[src/rtl/cdb_arbiter.sv]
// cdb_arbiter: per-FU result FIFOs (ALU/MUL/LSU) feeding one round-robin CDB broadcast per cycle.
// Optional feature macro CDB_BYPASS_EN: an empty FU's incoming result may win arbitration directly.

module cdb_arbiter #(
  parameter int BUF_DEPTH = 2,
  parameter int TAG_W     = 5,
  parameter int DATA_W    = 32,
  parameter int ROB_W     = 5
) (
  input  logic              clk_i,
  input  logic              reset_i,
  input  logic              flush_i,
  input  logic              alu_valid_i,
  output logic              alu_ready_o,
  input  logic [TAG_W-1:0]  alu_tag_i,
  input  logic [DATA_W-1:0] alu_data_i,
  input  logic [ROB_W-1:0]  alu_rob_idx_i,
  input  logic              mul_valid_i,
  output logic              mul_ready_o,
  input  logic [TAG_W-1:0]  mul_tag_i,
  input  logic [DATA_W-1:0] mul_data_i,
  input  logic [ROB_W-1:0]  mul_rob_idx_i,
  input  logic              lsu_valid_i,
  output logic              lsu_ready_o,
  input  logic [TAG_W-1:0]  lsu_tag_i,
  input  logic [DATA_W-1:0] lsu_data_i,
  input  logic [ROB_W-1:0]  lsu_rob_idx_i,
  output logic              cdb_en_o,
  output logic [TAG_W-1:0]  cdb_tag_o,
  output logic [DATA_W-1:0] cdb_data_o,
  output logic [ROB_W-1:0]  cdb_rob_idx_o
);

  localparam int NFU   = 3;
  localparam int PTR_W = $clog2(BUF_DEPTH);
  localparam int CNT_W = $clog2(BUF_DEPTH + 1);

  typedef enum logic [1:0] {
    FU_ALU = 2'd0,
    FU_MUL = 2'd1,
    FU_LSU = 2'd2
  } fu_e;

  logic              w_in_valid [NFU];
  logic [TAG_W-1:0]  w_in_tag   [NFU];
  logic [DATA_W-1:0] w_in_data  [NFU];
  logic [ROB_W-1:0]  w_in_rob   [NFU];

  logic [TAG_W-1:0]  r_tag_mem  [NFU][BUF_DEPTH];
  logic [DATA_W-1:0] r_data_mem [NFU][BUF_DEPTH];
  logic [ROB_W-1:0]  r_rob_mem  [NFU][BUF_DEPTH];
  logic [PTR_W-1:0]  r_wr_ptr   [NFU];
  logic [PTR_W-1:0]  r_rd_ptr   [NFU];
  logic [CNT_W-1:0]  r_count    [NFU];
  fu_e               r_rr_ptr;

  logic              r_cdb_en;
  logic [TAG_W-1:0]  r_cdb_tag;
  logic [DATA_W-1:0] r_cdb_data;
  logic [ROB_W-1:0]  r_cdb_rob;

  logic              w_ready    [NFU];
  logic              w_nonempty [NFU];
  logic              w_accept   [NFU];
  logic              w_cand     [NFU];
  logic              w_push     [NFU];
  logic              w_pop      [NFU];

  logic              w_grant_valid;
  logic [1:0]        w_grant_idx;
  logic              w_grant_bypass;
  logic [TAG_W-1:0]  w_win_tag;
  logic [DATA_W-1:0] w_win_data;
  logic [ROB_W-1:0]  w_win_rob;

  function automatic logic [1:0] rr_index(input fu_e base, input int k);
    int s;
    s = int'(base) + k;
    if (s >= NFU) s = s - NFU;
    return s[1:0];
  endfunction

  always_comb begin
    w_in_valid[0] = alu_valid_i;
    w_in_tag[0]   = alu_tag_i;
    w_in_data[0]  = alu_data_i;
    w_in_rob[0]   = alu_rob_idx_i;
    w_in_valid[1] = mul_valid_i;
    w_in_tag[1]   = mul_tag_i;
    w_in_data[1]  = mul_data_i;
    w_in_rob[1]   = mul_rob_idx_i;
    w_in_valid[2] = lsu_valid_i;
    w_in_tag[2]   = lsu_tag_i;
    w_in_data[2]  = lsu_data_i;
    w_in_rob[2]   = lsu_rob_idx_i;
  end

  // Tag 0 is the hardwired-zero register: accepted at the handshake but never stored.
  always_comb begin
    for (int f = 0; f < NFU; f++) begin
      w_ready[f]    = (r_count[f] < CNT_W'(BUF_DEPTH));
      w_nonempty[f] = (r_count[f] != '0);
      w_accept[f]   = w_in_valid[f] & w_ready[f] & (w_in_tag[f] != '0) & ~flush_i & ~reset_i;
`ifdef CDB_BYPASS_EN
      w_cand[f]     = (w_nonempty[f] | w_accept[f]) & ~flush_i & ~reset_i;
`else
      w_cand[f]     = w_nonempty[f] & ~flush_i & ~reset_i;
`endif
    end
  end

  always_comb begin
    w_grant_valid = 1'b0;
    w_grant_idx   = 2'd0;
    for (int k = 0; k < NFU; k++) begin
      if (!w_grant_valid && w_cand[rr_index(r_rr_ptr, k)]) begin
        w_grant_valid = 1'b1;
        w_grant_idx   = rr_index(r_rr_ptr, k);
      end
    end
`ifdef CDB_BYPASS_EN
    w_grant_bypass = w_grant_valid & ~w_nonempty[w_grant_idx];
`else
    w_grant_bypass = 1'b0;
`endif
  end

  always_comb begin
    w_win_tag  = r_tag_mem[w_grant_idx][r_rd_ptr[w_grant_idx]];
    w_win_data = r_data_mem[w_grant_idx][r_rd_ptr[w_grant_idx]];
    w_win_rob  = r_rob_mem[w_grant_idx][r_rd_ptr[w_grant_idx]];
    if (w_grant_bypass) begin
      w_win_tag  = w_in_tag[w_grant_idx];
      w_win_data = w_in_data[w_grant_idx];
      w_win_rob  = w_in_rob[w_grant_idx];
    end
  end

  // A bypassed winner leaves its FIFO untouched: neither pushed nor popped.
  always_comb begin
    for (int f = 0; f < NFU; f++) begin
      w_pop[f]  = w_grant_valid & ~w_grant_bypass & (w_grant_idx == 2'(f));
      w_push[f] = w_accept[f] & ~(w_grant_bypass & (w_grant_idx == 2'(f)));
    end
  end

  always_ff @(posedge clk_i) begin
    for (int f = 0; f < NFU; f++) begin
      if (w_push[f]) begin
        r_tag_mem[f][r_wr_ptr[f]]  <= w_in_tag[f];
        r_data_mem[f][r_wr_ptr[f]] <= w_in_data[f];
        r_rob_mem[f][r_wr_ptr[f]]  <= w_in_rob[f];
      end
    end
  end

  always_ff @(posedge clk_i) begin
    for (int f = 0; f < NFU; f++) begin
      if (reset_i || flush_i) begin
        r_wr_ptr[f] <= '0;
        r_rd_ptr[f] <= '0;
        r_count[f]  <= '0;
      end else begin
        if (w_push[f]) r_wr_ptr[f] <= r_wr_ptr[f] + PTR_W'(1);
        if (w_pop[f])  r_rd_ptr[f] <= r_rd_ptr[f] + PTR_W'(1);
        case ({w_push[f], w_pop[f]})
          2'b10:   r_count[f] <= r_count[f] + CNT_W'(1);
          2'b01:   r_count[f] <= r_count[f] - CNT_W'(1);
          default: r_count[f] <= r_count[f];
        endcase
      end
    end
  end

  // Flush suppresses every candidate, so the pointer naturally holds through it.
  always_ff @(posedge clk_i) begin
    if (reset_i) begin
      r_rr_ptr   <= FU_ALU;
      r_cdb_en   <= 1'b0;
      r_cdb_tag  <= '0;
      r_cdb_data <= '0;
      r_cdb_rob  <= '0;
    end else if (w_grant_valid) begin
      r_rr_ptr   <= (w_grant_idx == 2'd2) ? FU_ALU : fu_e'(w_grant_idx + 2'd1);
      r_cdb_en   <= 1'b1;
      r_cdb_tag  <= w_win_tag;
      r_cdb_data <= w_win_data;
      r_cdb_rob  <= w_win_rob;
    end else begin
      r_cdb_en   <= 1'b0;
      r_cdb_tag  <= '0;
      r_cdb_data <= '0;
      r_cdb_rob  <= '0;
    end
  end

  assign alu_ready_o   = w_ready[0];
  assign mul_ready_o   = w_ready[1];
  assign lsu_ready_o   = w_ready[2];
  assign cdb_en_o      = r_cdb_en;
  assign cdb_tag_o     = r_cdb_tag;
  assign cdb_data_o    = r_cdb_data;
  assign cdb_rob_idx_o = r_cdb_rob;

endmodule

[config.mk]
export PLATFORM = sky130hd
export DESIGN_NAME = cdb_arbiter
export DESIGN_NICKNAME = d
export VERILOG_FILES = /design/src/rtl/cdb_arbiter.sv
export SDC_FILE = /design/constraint.sdc
export NUM_CORES = 1
export LEC_CHECK = 0
export BUFFER_PORTS_ARGS = -buffer_cell sky130_fd_sc_hd__buf_4
export CAP_MARGIN = 20
export CORE_MARGIN = 2
export CORE_UTILIZATION = 45
export DETAILED_ROUTE_END_ITERATION = 6
export PLACE_DENSITY_LB_ADDON = 0.12
export RECOVER_POWER = 50
export SYNTH_ARGS = -nofsm -noshare
export SYNTH_HDL_FRONTEND = slang
export SYNTH_SLANG_ARGS = --single-unit
[constraint.sdc]
create_clock -name clk_i -period 4.5 [get_ports clk_i]
set_clock_uncertainty 0.1 [all_clocks]
set_input_delay 0.45 -clock clk_i [delete_from_list [all_inputs] [get_ports clk_i]]
set_output_delay 0.45 -clock clk_i [all_outputs]
set_load 0.1 [all_outputs]
==> metrics.md <==
| Metric | Value |
|---|---|
| Run status | finished, violations left |
| Violated checks | DRC |
| Post-synth top flop | edfxtp_1 |
| Fraction of the mapped netlist area in adder cells | 0.0109 |
| Aggregate routed wire length | ~29000 um |
| Number of post-CTS setup repair buffers | 0 |
| Count of unique library cells instantiated by Yosys | 43 |
| Top cells by count, synth | edfxtp_1 (264), a222oi_1 (84), dfxtp_1 (45) |
| Arr. time, crit path | 4.04 ns |
| Slew Limit Headroom | 0.161 |
| Sum Neg Setup Slack | 0 ns |
| Site row count | 57 |
| Top fanout value on the critical path | 39 |
| Vias after detailed routing | 7146 |
| Area added between synthesis and finish | 31.9% |
| Cell Area, Placed | 0.0131 mm2 |
| Count of buffers from port buffering | 177 |
| I/O pin cnt | 178 |
| Mux cell area share after synthesis | 0.00199 |
| Syn Area/Cell | 18.3 um2 |
| Ratio of cells with drive above 1 in the final layout | 0.199 |
| First-pass iteration count of the detailed router | 7 |
| DIE AREA | 0.0264 mm2 |
| Max-slew violation total from the final report | 0 |
| Actual transition at the worst max-transition pin | 1.26 ns |
| Main combinational cell family by area after synthesis | compound AO/OA/AOI/OAI gates |
| H-tree depth reported by CTS | 1 |
| Largest area contributor in the synthesized netlist | edfxtp_1 |
| VDD IR max | 0.329 mV |
| Clock tree root buffer cell | clkbuf_16 |
| Max-cap violations | 0 |
| Sequential share of the synthesized area | 0.782 |
| Most frequently used cell type in the post-synthesis netlist | edfxtp_1 |
| Classification of the worst setup path | reg -> reg |
| Upper clock frequency limit | 267 MHz |
| Post-synthesis compound-gate area fraction | 0.132 |
| Number of instances in the synthesized netlist | about 620 |
| Number of sinks on the clock net | 309 |
| Clock-pin slew on the worst setup and hold paths | 0.06 ns |
| Global-route wire length before repair | 43400 um |
| Detailed-route wire length per cell | 22.5 um |
| Remaining global-route overflow | 0 |
| Basic-gate share of the synthesized area counting and, or, nand and nor cells | 0.0466 |
| CTS tree | done |
| Netlist Area Pre-Place | 0.0113 mm2 |
| Final critical-path share of the clock period | 0.834 |
| Cell Pwr Density | 451 mW/mm2 |
| Fin area | 0.0149 mm2 |
| Total of warnings raised by yosys | 0 |
| Count of flip-flops with a built-in enable after synthesis | 264 |
| Number of design rule violations left after detail routing | 8 |
| Sort of element at the end of the critical path | flop |
| Number of clock buffers inserted by TritonCTS | 30 |
| Number of flip-flops and latches in the synthesized netlist | 309 |
| Starting DRT DRC Count | 913 |
| Power Total | 6.72 mW |
| Critical path data required time | 4.79 ns |
| Chip Height | 162 um |
| Share of the synthesized netlist area taken by xor and xnor gates | 0.00155 |
| Net count after synthesis | 758 |
| Core Footprint | 0.0245 mm2 |
| Static leakage | approximately 5 nW |
| Initial core utilization | 0.462 |
| Shortest clock period the worst path allows after layout | 3.75 ns |
| Largest cells by area after synthesis | edfxtp_1 (70%), dfxtp_1 (8.0%), a222oi_1 (7.4%), a211oi_2 (4.5%), nor2b_1 (2.3%) |
| DP Wirelength | 16400 um |
| Number of antenna violations at the first check in global routing | 2 |
| Top cell type's share of synthesized area | 0.702 |
| Number of global-route vias before repair | 7592 |
| RSZ-0062 raised after global routing | false |
| DR vias/cell | between 5 and 6 |
| Detail Route Antenna Nets | 0 |
| Floorplan die width | 162 um |
| Clock latency on the worst-skew pair | 0.55 ns |
| # setup viols final | 0 |
| Number of hold violations in the final report | 0 |
| Startpoint class of the critical path | flop |
| Number of buffers on the longest clock path | 3 |
| Net count of the finished layout | 1065 |
| Fraction of registers with async set/reset | 0 |
| Total global routing track utilization | 0.217 |
| Worst Hold Class | in -> reg |
| Largest net degree at the start of global routing | just under 90 |
| Last weighted congestion value of the routability-driven placer | between 0.7 and 0.8 |
metal layers:
layer,global-route usage,part of all wire,vias up
met5,0,0.00042,-
met2,0.381,0.50,331
li1,-,-,3202
met4,0.0438,0.015,2
met3,0.0428,0.078,36
met1,0.282,0.40,3575
state kept, by name, indices dropped and copies added, names as in the netlist:
signal and cells:
cdb_rob_idx_o 5, cdb_en_o 1, cdb_data_o 32, r_count 6
r_tag_mem 30, r_wr_ptr 3, r_rd_ptr 3, r_rr_ptr 2
r_rob_mem 30, cdb_tag_o 5, r_data_mem 192
critical path, stage by stage (launching register included):
cell and delay, ns:
dfxtp_1 0.36, inv_1 0.06, ha_1 0.40, a21o_1 0.22, a32o_1 0.20, o21ai_0 0.41, clkinv_2 0.48, a221o_4 0.81
buf_12 0.28, nor2b_1 0.18, a211oi_2 0.07
power breakdown:
| part | switching [mW] | internal, mW | total (mW) |
|---|---|---|---|
| Combinational | 0.636 | 0.275 | 0.912 |
| Sequential | 0.0367 | 3.21 | 3.24 |
| Clock | 1.04 | 1.52 | 2.56 |
per-stage QoR:
step	std cells	utilization	setup slack (ns)	hold slack [ns]
after floorplan	617	-	0.653	0.348
after global placement	1092	0.534	1.22	0.371
after detailed placement	1092	0.534	1.08	0.381
after CTS	1271	0.626	1.05	0.00000411
after global routing	1273	0.609	0.541	0.100
final	1273	0.609	0.748	0.119
layout by cell type, fill, tap and decap left out, drive strengths merged, types with 2 or more instances in the layout:
cell type	instances
ha	9
bufinv	3
edfxtp	264
a211oi	44
o2111ai	3
inv	14
a21oi	2
a222oi	84
buf	23
clkbuf	213
nor2	19
o21ai	4
a32o	2
and2	2
nand3	2
or4	4
and2b	2
dlygate4sd3	123
nor2b	41
nand2	11
clkinv	12
mux2	2
clkinvlp	2
nor3	3
nor4	2
dfxtp	45
cell families (layout without fill, tap and decap cells):
kind of cell	Yosys count	count (layout)
AO/OA/AOI/OAI	144	144
XOR/XNOR	2	2
adder cells (fa/ha/maj)	10	10
buffers and inverters	59	390
flip-flops	309	309
multiplexers	2	2
other	0	1
AND/OR/NAND/NOR	91	91
area by class of cell:
class                           count  area [um2]
Sequential cell                   309        8830
Clock buffer                       40         870
Fill cell                        1863        9570
Multi-Input combinational cell    249        2220
Antenna cell                        1        2.50
Clock inverter                     16         159
Inverter                           15        57.6
Tap cell                          324         405
Timing Repair Buffer              319        2350
path summary, 6_finish.rpt:
path                            depth (start not counted)    startpoint  slack (ns)         endpoint
worst max-delay path                                   10   r_rr_ptr[0]        0.75   cdb_data_o[25]
worst min register to register                          2   r_rr_ptr[0]        0.38      r_rr_ptr[0]
worst max register to register                         10   r_rr_ptr[0]        0.75   cdb_data_o[25]
worst min-delay path                                    1  lsu_tag_i[4]        0.12  r_tag_mem[2][4]
timing repair:
action / CTS / global route
setup endpoints to repair: 0 / 0
gates resized for setup: 0 / 0
hold endpoints to repair: 245 / 0
hold buffers: 123 / 0
(Power assumes the default switching activity.)
